`src/rtl/decode_sb.sv`:
```
`default_nettype none
// ============================================================================
// Module      : decode_sb
// Description : Instruction decode stage with an 8-entry register file,
//               same-cycle writeback bypass, and a load-use scoreboard that
//               stalls dependent instructions while a load is in flight.
// Revision    : 1.0 - initial release
// ============================================================================
module decode_sb #(
    parameter int WIDTH    = 16,
    parameter int LOAD_LAT = 1,
    parameter int RET_REG  = 1
) (
    input  logic             clk,
    input  logic             rst_n,
    input  logic             flush,
    input  logic [15:0]      instr_in,
    input  logic             bubble_in,
    input  logic [WIDTH-1:0] pc_in,
    input  logic             we,
    input  logic [2:0]       target,
    input  logic [WIDTH-1:0] write_data,
    output logic [WIDTH-1:0] d_1_out,
    output logic [WIDTH-1:0] d_2_out,
    output logic [WIDTH-1:0] pc_out,
    output logic [2:0]       opcode_out,
    output logic [2:0]       s_1_out,
    output logic [2:0]       s_2_out,
    output logic [2:0]       tgt_out,
    output logic [3:0]       alu_op_out,
    output logic [WIDTH-1:0] imm_out,
    output logic [5:0]       branch_code_out,
    output logic             bubble_out,
    output logic             halt_out,
    output logic             stall,
    output logic [WIDTH-1:0] ret_val
);

    localparam logic [2:0] c_OP_UPPER   = 3'b011;  // imm10 << 6 immediate
    localparam logic [2:0] c_OP_RA_SRC  = 3'b100;  // ra is a source, no target
    localparam logic [2:0] c_OP_LOAD    = 3'b101;
    localparam logic [2:0] c_OP_NO_TGT  = 3'b110;
    localparam logic [2:0] c_OP_HALT    = 3'b111;
    localparam logic [2:0] c_LOAD_LAT   = 3'(LOAD_LAT);
    localparam logic [2:0] c_RET_IDX    = 3'(RET_REG);

    logic [2:0]       w_opcode, w_ra, w_rb, w_rc, w_s1, w_s2;
    logic [3:0]       w_alu_op;
    logic [5:0]       w_branch_code;
    logic [6:0]       w_imm7;
    logic [9:0]       w_imm10;
    logic [WIDTH-1:0] w_imm, w_d1, w_d2;
    logic             w_wr_en, w_s1_busy, w_s2_busy, w_stall, w_issue, w_is_load;

    logic [WIDTH-1:0] r_regs [8];
    logic [2:0]       r_busy [8];

    // Instruction field extraction and source selection
    assign w_opcode      = instr_in[15:13];
    assign w_ra          = instr_in[12:10];
    assign w_rb          = instr_in[9:7];
    assign w_alu_op      = instr_in[6:3];
    assign w_rc          = instr_in[2:0];
    assign w_branch_code = instr_in[12:7];
    assign w_imm7        = instr_in[6:0];
    assign w_imm10       = instr_in[9:0];
    assign w_s1          = w_rb;
    assign w_s2          = (w_opcode == c_OP_RA_SRC) ? w_ra : w_rc;

    // Writes to r0 are discarded, so they must not bypass either
    assign w_wr_en = we && (target != 3'd0);

    // Hazard detection uses the counters as they stand before this edge's update
    assign w_s1_busy = (w_s1 != 3'd0) && (r_busy[w_s1] != 3'd0);
    assign w_s2_busy = (w_s2 != 3'd0) && (r_busy[w_s2] != 3'd0);
    assign w_stall   = !bubble_in && !flush && (w_s1_busy || w_s2_busy);
    assign w_issue   = !bubble_in && !flush && !w_stall;
    assign w_is_load = (w_opcode == c_OP_LOAD) && (w_ra != 3'd0);

    assign stall   = w_stall;
    assign ret_val = r_regs[c_RET_IDX];

    // Immediate generation: upper-immediate form zero-extends, all else sign-extends imm7
    always_comb begin
        w_imm = {{(WIDTH-7){w_imm7[6]}}, w_imm7};
        if (w_opcode == c_OP_UPPER) begin
            w_imm        = '0;
            w_imm[15:0]  = {w_imm10, 6'b000000};
        end
    end

    // Register read ports with same-cycle writeback bypass; r0 reads as zero
    always_comb begin
        w_d1 = r_regs[w_s1];
        if (w_s1 == 3'd0) begin
            w_d1 = '0;
        end else if (w_wr_en && (target == w_s1)) begin
            w_d1 = write_data;
        end
        w_d2 = r_regs[w_s2];
        if (w_s2 == 3'd0) begin
            w_d2 = '0;
        end else if (w_wr_en && (target == w_s2)) begin
            w_d2 = write_data;
        end
    end

    // Register file write port; r0 is never written and stays zero
    always_ff @(posedge clk or negedge rst_n) begin
        if (!rst_n) begin
            for (int i = 0; i < 8; i++) begin
                r_regs[i] <= '0;
            end
        end else if (w_wr_en) begin
            r_regs[target] <= write_data;
        end
    end

    // Load scoreboard: an issuing load reloads its target, all others count down
    always_ff @(posedge clk or negedge rst_n) begin
        if (!rst_n) begin
            for (int i = 0; i < 8; i++) begin
                r_busy[i] <= 3'd0;
            end
        end else begin
            for (int i = 1; i < 8; i++) begin
                if (w_issue && w_is_load && (w_ra == 3'(i))) begin
                    r_busy[i] <= c_LOAD_LAT;
                end else if (r_busy[i] != 3'd0) begin
                    r_busy[i] <= r_busy[i] - 3'd1;
                end
            end
        end
    end

    // Decode pipeline register; control outputs are squashed unless the instruction issues
    always_ff @(posedge clk or negedge rst_n) begin
        if (!rst_n) begin
            d_1_out         <= '0;
            d_2_out         <= '0;
            pc_out          <= '0;
            opcode_out      <= 3'd0;
            s_1_out         <= 3'd0;
            s_2_out         <= 3'd0;
            tgt_out         <= 3'd0;
            alu_op_out      <= 4'd0;
            imm_out         <= '0;
            branch_code_out <= 6'd0;
            bubble_out      <= 1'b1;
            halt_out        <= 1'b0;
        end else begin
            d_1_out         <= w_d1;
            d_2_out         <= w_d2;
            pc_out          <= pc_in;
            opcode_out      <= w_opcode;
            s_1_out         <= w_s1;
            s_2_out         <= w_s2;
            alu_op_out      <= w_alu_op;
            imm_out         <= w_imm;
            branch_code_out <= w_branch_code;
            bubble_out      <= (flush || w_stall) ? 1'b1 : bubble_in;
            tgt_out         <= (!w_issue || (w_opcode == c_OP_RA_SRC) || (w_opcode == c_OP_NO_TGT))
                               ? 3'd0 : w_ra;
            halt_out        <= w_issue && (w_opcode == c_OP_HALT) && (w_imm7 != 7'd0);
        end
    end

endmodule
`default_nettype wire

```
`config.mk`:
```
export PLATFORM = sky130hd
export DESIGN_NAME = decode_sb
export DESIGN_NICKNAME = d
export VERILOG_FILES = /design/src/rtl/decode_sb.sv
export SDC_FILE = /design/constraint.sdc
export NUM_CORES = 1
export LEC_CHECK = 0
export CAP_MARGIN = 20
export CORE_ASPECT_RATIO = 0.9
export CORE_UTILIZATION = 37
export CTS_BUF_LIST = sky130_fd_sc_hd__clkbuf_16
export DETAILED_ROUTE_END_ITERATION = 8
export DONT_BUFFER_PORTS = 1
export PLACE_DENSITY = 0.5
export SKIP_LAST_GASP = 1
export SYNTH_ARGS = -nofsm -noshare
export SYNTH_HDL_FRONTEND = slang
export SYNTH_SLANG_ARGS = --single-unit
```
`constraint.sdc`:
```
create_clock -name clk -period 6.5 [get_ports clk]
set_input_delay 1.3 -clock clk [delete_from_list [all_inputs] [get_ports clk]]
set_output_delay 1.3 -clock clk [all_outputs]
set_load 0.1 [all_outputs]
```
==> flow_metrics.py <==
metrics = {
    "worst_setup_path": {
        "crit_required_ps": 5200,
        "crit_arrival_ps": 3360,
        "crit_fanout": 14,
        "r2r_cells": 7,
        "critPathLaunchType": "primary input",
        "end_kind": "output pin",
        "crit_type": "in -> out",
    },
    "power": {
        "p_total_mw": 4.99,
        "p_per_area_mw_per_mm2": 412,
        "vdd_ir_drop_max_mv": 0.194,
        "p_leak_nw": 5.42,
    },
    "job": {
        "maxCapViolCount": 0,
    },
    "logic_synthesis": {
        "yosys.cell_types.count": 52,
        "ys_ff_latch": 233,
        "synthMuxAreaShare_pct": 25.6,
        "ys.flop_type": "dfrtp_1",
        "ys_warn_count": 3,
        "synth_xor_area_share_pct": 0.712,
        "async_reset_ff_share_pct": 100,
        "seq_area_frac_synth_pct": 52.7,
        "synthSimpleGateAreaFrac_pct": 7.90,
        "syn-num-nets": 968,
        "syn_area_per_cell_um2": 12.3,
        "synth_fa_ha_area_share_pct": 1.58,
        "netlist_area_mm2": 0.0111,
        "synth-compound-area-share_pct": 6.55,
        "synth_cells": 898,
        "synth_top_family_by_area": "multiplexers",
        "synth_edf_count": 0,
    },
    "clocking": {
        "htreeDepth": 1,
        "clock_latency_ps": 530,
        "post_cts_buffers": 0,
        "cts_tree": "yes",
        "root_buffer": "clkbuf_16",
        "cts_hold_buf": 0,
        "numCtsBuffers": 27,
        "max-clock-path-buffers": 3,
        "cts.sinks": 233,
        "clk_pin_slew_worst_paths_ps": 60,
        "cts_resized": 0,
    },
    "place": {
        "gp_congestion": 0.785,
        "dpl.hpwl_um": 16800,
        "port_buffers": 0,
    },
    "drt": {
        "routed_wl_um": 28100,
        "ant_nets": 0,
        "drt_iter0_markers": 330,
        "drc_errors": 0,
        "viasPerCell": 5.46,
        "drt-wirelength-per-cell_um": 22.2,
        "dr_total_vias": 6905,
        "drtPass1Iterations": 5,
    },
    "status": {
        "status": "finished clean",
    },
    "layout": {
        "area_delta_synth_final_pct": 9.55,
        "drive_gt1_share_pct": 24.4,
        "final_common_cell": "dfrtp_1",
        "final_cell_mix": "dfrtp_1, mux2_2, mux2i_1",
        "fin_nets": 919,
        "post-route-util_pct": 41.6,
        "ff_latch_area_mm2": 0.00584,
        "fillers": 2747,
        "multi_input_area_mm2": 0.00472,
        "diodes": 0,
    },
    "hold_path": {
        "hp-class": "reg -> reg",
        "min_path_cells": 0,
    },
    "die": {
        "core_mm2": 0.0292,
        "rows": 59,
        "initial_core_util_pct": 38.0,
        "ioPinCount": 161,
        "die_h_um": 166,
        "die_x_um": 184,
        "die_area_mm2": 0.0306,
    },
    "sta": {
        "period_minus_slack_ps": 4660,
        "hold_slack_ps": 373,
        "fin_tns_setup_ps": 0,
        "max_clock_freq_mhz": 215,
        "relSlewSlack_pct": 23.8,
        "finalSetupViolations": 0,
        "grt_setup_unrepaired": "false",
        "fin_crit_sh_pct": 71.7,
        "tightestPinTransition_ps": 1140,
        "drv_slew": 0,
        "finalHoldViolations": 0,
        "fin_worst_skew_ps": 9.56,
    },
    "global_routing": {
        "grt_pass1_vias": 7079,
        "antenna_found_initial": 0,
        "grt_usage_pct": 18.9,
        "grt_max_degree": 234,
        "grt_overflow": 0,
        "grt_pass1_wl_um": 44000,
    },
}
metal layers:
metal / vias to the layer above / share of wire (%) / track usage [%]
li1: 3122 / - / -
met1: 3547 / 45 / 26.3
met2: 193 / 45 / 29.5
met3: 43 / 7.3 / 4.89
met4: 0 / 2.1 / 4.28
met5: - / 0 / 0
synthesized netlist by cell type (all sizes together) (2+ instances only):
cell    number  area share, %
nand2b       3           0.17
nand2       10           0.34
inv         29           0.98
o22ai       31            1.8
nor2        70            2.4
a31oi        2           0.11
mux2       113             11
xnor2        9           0.71
a21oi       55            2.5
mux2i       83            7.6
nand4        3           0.17
and3         6           0.34
a21o        17            1.2
nand3        7           0.32
ha          14            1.6
or3b         2           0.16
clkbuf      49            1.7
nor3b        3           0.20
nor3        47            2.2
or3          3           0.17
mux4        32            6.5
dfrtp      232             52
buf         42            2.3
and4         3           0.24
nor2b       10           0.56
nor4         6           0.53
sequential cells by signal, summed over array words and instances (netlist names), 3 cells and up:
register	count
r_regs	112
r_busy	21
d_1_out	16
d_2_out	16
imm_out	16
pc_out	16
ret_val	16
branch_code_out	6
alu_op_out	3
opcode_out	3
s_2_out	3
tgt_out	3
kinds of logic after synthesis:
kind of cell,Yosys count
XOR/XNOR,9
AND/OR/NAND/NOR,175
buffers and inverters,120
adder cells (fa/ha/maj),14
multiplexers,228
flip-flops,233
AO/OA/AOI/OAI,119
final timing paths:
path,startpoint,slack [ps],end
setup reg to reg,r_busy[3],4240,tgt_out[2]
setup / recovery,instr_in[13],1840,stall
max in group asynchronous,rst_n,5590,pc_out[7]
min in group asynchronous,rst_n,470,alu_op_out[1]
hold reg to reg,r_regs[124],370,r_regs[124]
hold / removal,r_regs[124],370,r_regs[124]
final cells by class:
cell class / count / area share, %
multi-input cells: 545 / 38.9
inverters: 29 / 0.908
clock inverters: 22 / 1.43
clock buffers: 27 / 5.57
repair buffers: 13 / 0.949
flip-flops and latches: 233 / 48.1
well taps: 396 / 4.08
through the flow:
stage	worst slack, ps	area [µm²]	instances
2_1_floorplan	316	11100	898
3_3_place_gp	1850	11300	1216
3_5_place_dp	1790	11300	1216
4_1_cts	1830	12100	1265
5_1_grt	1710	12100	1265
6_report	1840	12100	1265
worst max-delay path, stage by stage:
cell and delay (ps):
or3b_1 650, mux2i_4 350, nor2_1 80, o32ai_1 440, nor4_4 110, nor3_2 180
clkbuf_16 240
power breakdown:
| group | total [mW] | internal, mW | switching (mW) | leakage (nW) |
|---|---|---|---|---|
| Combinational | 0.905 | 0.491 | 0.414 | 2.15 |
| Clock | 1.47 | 0.867 | 0.598 | 0.439 |
| Sequential | 2.62 | 1.73 | 0.891 | 2.83 |
Note: power is estimated with default switching activity, not from simulation.
